--- config.mk ---
export PLATFORM = sky130hd
export DESIGN_NAME = regfile_display_scanner
export DESIGN_NICKNAME = d
export VERILOG_FILES = /design/src/rtl/regfile_display_scanner.sv
export SDC_FILE = /design/constraint.sdc
export NUM_CORES = 1
export LEC_CHECK = 0
export CAP_MARGIN = 20
export CORE_MARGIN = 4
export CORE_UTILIZATION = 35
export DETAILED_ROUTE_END_ITERATION = 6
export MAX_ROUTING_LAYER = met4
export PLACE_DENSITY_LB_ADDON = 0.05
export SYNTH_ARGS = -nofsm -noshare
export SYNTH_HDL_FRONTEND = slang
export SYNTH_SLANG_ARGS = --single-unit
--- constraint.sdc ---
create_clock -name clk -period 4.1 [get_ports clk]
set_input_delay 0.41 -clock clk [delete_from_list [all_inputs] [get_ports clk]]
set_output_delay 0.41 -clock clk [all_outputs]
set_load 0.01 [all_outputs]
--- src/rtl/regfile_display_scanner.sv ---
// Purpose: sweeps the register-file read port over words 0..3 and shows each word as a hex digit on a 4-digit mux display.
// Latency: address presented on the edge entering SETUP; data captured and anode lit on the next edge; each digit lit REFRESH_COUNT+1 cycles.
// Backpressure: none; free-running scan, freeze parks on the current digit, blank darkens anodes without disturbing timing.
//
// Ports:
//   clk, clr          : rising-edge clock, synchronous active-high reset
//   readData          : register file read data (combinational from readAddress)
//   blank, freeze     : darken all digits / hold scan on the current digit
//   readAddress       : registered read address into the register file
//   an, seg, dp       : active-low anodes (one-hot-zero), segments {g,f,e,d,c,b,a}, decimal point
//   digit_idx         : index of the digit currently being scanned (debug)
module regfile_display_scanner #(
  parameter int REFRESH_COUNT = 50000,
  parameter int CNT_W         = 16
) (
  input  logic             clk,
  input  logic             clr,
  input  logic [3:0]       readData,
  input  logic             blank,
  input  logic             freeze,
  output logic [1:0]       readAddress,
  output logic [3:0]       an,
  output logic [6:0]       seg,
  output logic             dp,
  output logic [1:0]       digit_idx
);

  // SETUP: address is on the read port for this cycle.
  // LATCH: entered on the edge that captured readData and lit the anode.
  // HOLD : digit stays lit while the refresh counter runs.
  typedef enum logic [1:0] {SETUP, LATCH, HOLD} state_e;

  state_e           state_q, state_d;
  logic [CNT_W-1:0] cnt_q, cnt_d;
  logic [1:0]       idx_q, idx_d;
  logic [1:0]       addr_q, addr_d;
  logic [3:0]       an_q, an_d;
  logic [6:0]       seg_q, seg_d;

  logic             terminal;
  logic [3:0]       an_lit;

  function automatic logic [6:0] hex7(input logic [3:0] n);
    logic [6:0] s;
    case (n)
      4'h0: s = 7'h40;  4'h1: s = 7'h79;  4'h2: s = 7'h24;  4'h3: s = 7'h30;
      4'h4: s = 7'h19;  4'h5: s = 7'h12;  4'h6: s = 7'h02;  4'h7: s = 7'h78;
      4'h8: s = 7'h00;  4'h9: s = 7'h10;  4'hA: s = 7'h08;  4'hB: s = 7'h03;
      4'hC: s = 7'h46;  4'hD: s = 7'h21;  4'hE: s = 7'h06;  default: s = 7'h0E;
    endcase
    return s;
  endfunction

  assign terminal = (cnt_q == CNT_W'(REFRESH_COUNT - 1));
  // Anode pattern for the current digit, overridden by blank.
  assign an_lit   = blank ? 4'b1111 : ~(4'b0001 << idx_q);

  always_comb begin
    state_d = state_q;
    cnt_d   = cnt_q;
    idx_d   = idx_q;
    addr_d  = addr_q;
    an_d    = an_q;
    seg_d   = seg_q;
    case (state_q)
      SETUP: begin
        // Address has been stable for a full cycle: capture and light.
        addr_d  = idx_q;
        seg_d   = hex7(readData);
        an_d    = an_lit;
        state_d = LATCH;
      end
      LATCH: begin
        cnt_d   = '0;
        an_d    = an_lit;
        state_d = HOLD;
      end
      HOLD: begin
        if (terminal) begin
          // One dark cycle between digits avoids ghosting; freeze re-reads the same word.
          cnt_d   = '0;
          an_d    = 4'b1111;
          state_d = SETUP;
          if (!freeze) begin
            idx_d  = idx_q + 2'd1;
            addr_d = idx_q + 2'd1;
          end
        end else begin
          cnt_d = cnt_q + CNT_W'(1);
          an_d  = an_lit;
        end
      end
      default: state_d = SETUP;
    endcase
  end

  always_ff @(posedge clk) begin
    if (clr) begin
      state_q <= SETUP;
      cnt_q   <= '0;
      idx_q   <= 2'd0;
      addr_q  <= 2'd0;
      an_q    <= 4'b1111;
      seg_q   <= 7'h7F;
    end else begin
      state_q <= state_d;
      cnt_q   <= cnt_d;
      idx_q   <= idx_d;
      addr_q  <= addr_d;
      an_q    <= an_d;
      seg_q   <= seg_d;
    end
  end

  assign readAddress = addr_q;
  assign an          = an_q;
  assign seg         = seg_q;
  assign dp          = 1'b1;
  assign digit_idx   = idx_q;

endmodule

==> impl_metrics.toml <==
[power_and_ir_drop]
power_per_cell_area_nw_per_um2 = 340
p_leak_nw = 0.774
peakVddDrop_v = 0.000187

[clock_tree]
cts_resized = 0
cts_buffer_depth = 2
ctsHoldBuffers = 0
cts_made_buffers = 5
clkLatencyLatePin_ps = 280
cts_sinks = 33
path_clk_slew_ps = 70
cts_setup_buffers = 0
root_buffer = "clkbuf_8"
ctsHtreeMaxLevel = 2
cts_tree = "yes"

[sta]
fin_tns_setup_ps = 0
fin_worst_skew_ps = 5.67
drv_slew = 0
tightest_slew_ps = 532
fmax_mhz = 467
rsz0062_at_grt = "no"
fin_crit_ps = 2140
final-setup-viol-count = 0
post-route-period-util_pct = 52.2
slew_headroom_pct = 64.2
hold_viol = 0
finalWorstSetupSlack_ps = 1960

[worst_setup_path]
crit_fanout = 12
critPathSlowestCell = "ha_1"
cp-startpoint = "state_q[0]$_SDFFE_PP0P_"
worst-path-buf-inv = 1
timing.rr.end = "cnt_q[13]$_SDFFE_PP0P_"
rrSetupSlack_ps = 1960
worstPathRequired_ps = 4270
rr_startpoint = "state_q[0]$_SDFFE_PP0P_"
endpoint = "cnt_q[13]$_SDFFE_PP0P_"
cp_num_cells = 6
crit_family = "simple AND/OR/NAND/NOR gates"
crit_type = "reg2reg"
reg2regPathDepth = 6
arrival_ps = 2310
path_cells = "inv_1 -> ha_1 -> nand4_1 -> nor4_1 -> xnor2_1 -> nor2_1"
worstSetupEndpointType = "flop"
startpoint_type = "flop"
cpPeakStageDelay_ps = 500

[place]
numPortBuffers = 22
hpwl_um = 2920
gp_congestion = 0.761
pre_cts_slack_ps = 1960

[cells_and_area]
syn_to_final_growth_pct = 18.1
drive_gt1_share_pct = 5.86
nets = 263
diodes = 0

[routing]
drc = 0
vias = 1554
drtAntennaViolNets = 0
wl_per_cell_um = 12.9
detail_route.iter0.violations = 57
finalWirelength_um = 3980
firstDrtPassIters = 4
vias_per_cell = 5.03

[die]
initial_utilization_pct = 36.5
die-area_um2 = 6630
row_count = 26
core_region_area_um2 = 5170
die_h_um = 81.4
die_w_um = 81.4
num_io_pins = 24

[yosys]
synthCells = 221
syn-cell-area_um2 = 1890
synth_seq_cells = 33
synth_edf_count = 0
synthFlopType = "dfxtp_1"
synth.avg_cell_area_um2 = 8.54
yosysWarnings = 0
syn-num-nets = 245
synthArstFlopShare_pct = 0
yosysSeqAreaShare_pct = 35.0
synthDistinctLibCells = 42

[global_route]
grt_max_degree = 14
grt_pass1_vias = 1434
antenna_found_initial = 0
grt_pass1_wl_um = 6710
grt_usage_pct = 13.5
grt_remaining_overflow = 0

[run_status]
status = "completed"

[hold_path]
hp-class = "reg2reg"
whs_path_depth = 2

[job]
cap_violations = 0
[synthesized netlist by cell type (2+ instances only)]
master | count | share of area [%]
nor2_1 | 25 | 5.0
xor2_1 | 2 | 0.93
dfxtp_1 | 33 | 35
or4_4 | 2 | 1.2
clkbuf_1 | 8 | 1.6
nor3_1 | 4 | 1.1
a21oi_1 | 7 | 1.9
inv_1 | 13 | 2.6
nand4_1 | 11 | 3.6
mux2_2 | 3 | 1.8
nand2b_1 | 6 | 2.0
and3_1 | 3 | 0.99
nor2b_1 | 5 | 1.7
ha_1 | 16 | 11
nand4b_1 | 2 | 0.93
mux2i_1 | 3 | 1.6
o21ai_1 | 4 | 1.1
a221oi_1 | 2 | 0.93
a21o_1 | 3 | 1.2
nand3_1 | 8 | 2.1
o21ai_0 | 12 | 3.2
xnor2_1 | 11 | 5.1
nor4_1 | 7 | 2.3
a211oi_1 | 5 | 2.0
nand2_1 | 9 | 1.8
[through the flow]
stage | instances | power [W] | utilization, % | hold WS, ps | cell area, um2
2_1_floorplan | 221 | 0.000462 | - | 463 | 1890
3_3_place_gp | 302 | 0.000525 | 41.4 | 477 | 2140
3_5_place_dp | 302 | 0.000524 | 41.4 | 478 | 2140
4_1_cts | 309 | 0.000774 | 43.1 | 493 | 2230
5_1_grt | 309 | 0.000805 | 43.1 | 502 | 2230
6_report | 309 | 0.000759 | 43.1 | 482 | 2230
[worst min-delay path, stage by stage (launching register included)]
cell	delay [ps]
dfxtp_1	330
o21ai_0	70
nand2_1	60
[power by group]
group	internal (W)	total, W	switching (W)
registers	0.000341	0.000354	0.0000131
logic	0.0000742	0.000160	0.0000859
clock network	0.000133	0.000245	0.000112
total	0.000548	0.000759	0.000211
[final cells by class]
type	count	area [um2]
Fill cell	522	2940
Multi-Input combinational cell	164	1130
Sequential cell	33	661
Timing Repair Buffer	22	220
Tap cell	70	87.6
Clock buffer	7	86.3
Inverter	13	48.8
[routing by layer]
metal / global-route usage (%) / share of wire (%) / vias up / routed length (um)
li1: - / - / 819 / -
met1: 17.5 / 51 / 707 / 2030
met2: 20.2 / 44 / 23 / 1730
met3: 3.40 / 4.2 / 5 / 169
met4: 5.07 / 1.1 / 0 / 45
met5: - / 0 / - / 0
[placed cells by master, fill, tap and decap left out, types with 2 or more instances in the layout]
cell type,count
and3_1,3
nand2_1,9
nor2b_1,5
ha_1,16
clkdlybuf4s50_1,22
clkbuf_8,6
xor2_1,2
nand3_1,8
a211oi_1,5
o21ai_1,4
o21ai_0,12
nor4_1,7
nand4b_1,2
a21o_1,3
nor3_1,4
a21oi_1,7
inv_1,13
or4_4,2
mux2_2,3
xnor2_1,11
nand4_1,11
a221oi_1,2
nand2b_1,6
dfxtp_1,33
mux2i_1,3
nor2_1,25
[state kept, by name (all words and copies together) (netlist names)]
signal / cells
an: 4
cnt_q: 16
state_q: 2
readAddress: 2
seg: 7
digit_idx: 2
[worst min-delay path by stage]
stage | from | endpoint | slack, ps
2_1_floorplan | cnt_q[1]$_SDFFE_PP0P_ | cnt_q[1]$_SDFFE_PP0P_ | 460
3_3_place_gp | seg[4]$_SDFFE_PP1N_ | seg[4]$_SDFFE_PP1N_ | 480
3_5_place_dp | seg[4]$_SDFFE_PP1N_ | seg[4]$_SDFFE_PP1N_ | 480
4_1_cts | seg[4]$_SDFFE_PP1N_ | seg[4]$_SDFFE_PP1N_ | 490
5_1_grt | seg[4]$_SDFFE_PP1N_ | seg[4]$_SDFFE_PP1N_ | 500
6_report | seg[4]$_SDFFE_PP1N_ | seg[4]$_SDFFE_PP1N_ | 480
[logic make-up after synthesis]
family	synth area share, %
adder cells (fa/ha/maj)	10.6
flip-flops	35.0
AO/OA/AOI/OAI	13.4
buffers and inverters	5.37
AND/OR/NAND/NOR	26.0
other	0.199
multiplexers	3.38
XOR/XNOR	6.03
No activity file was read; power rests on OpenSTA's default activity.
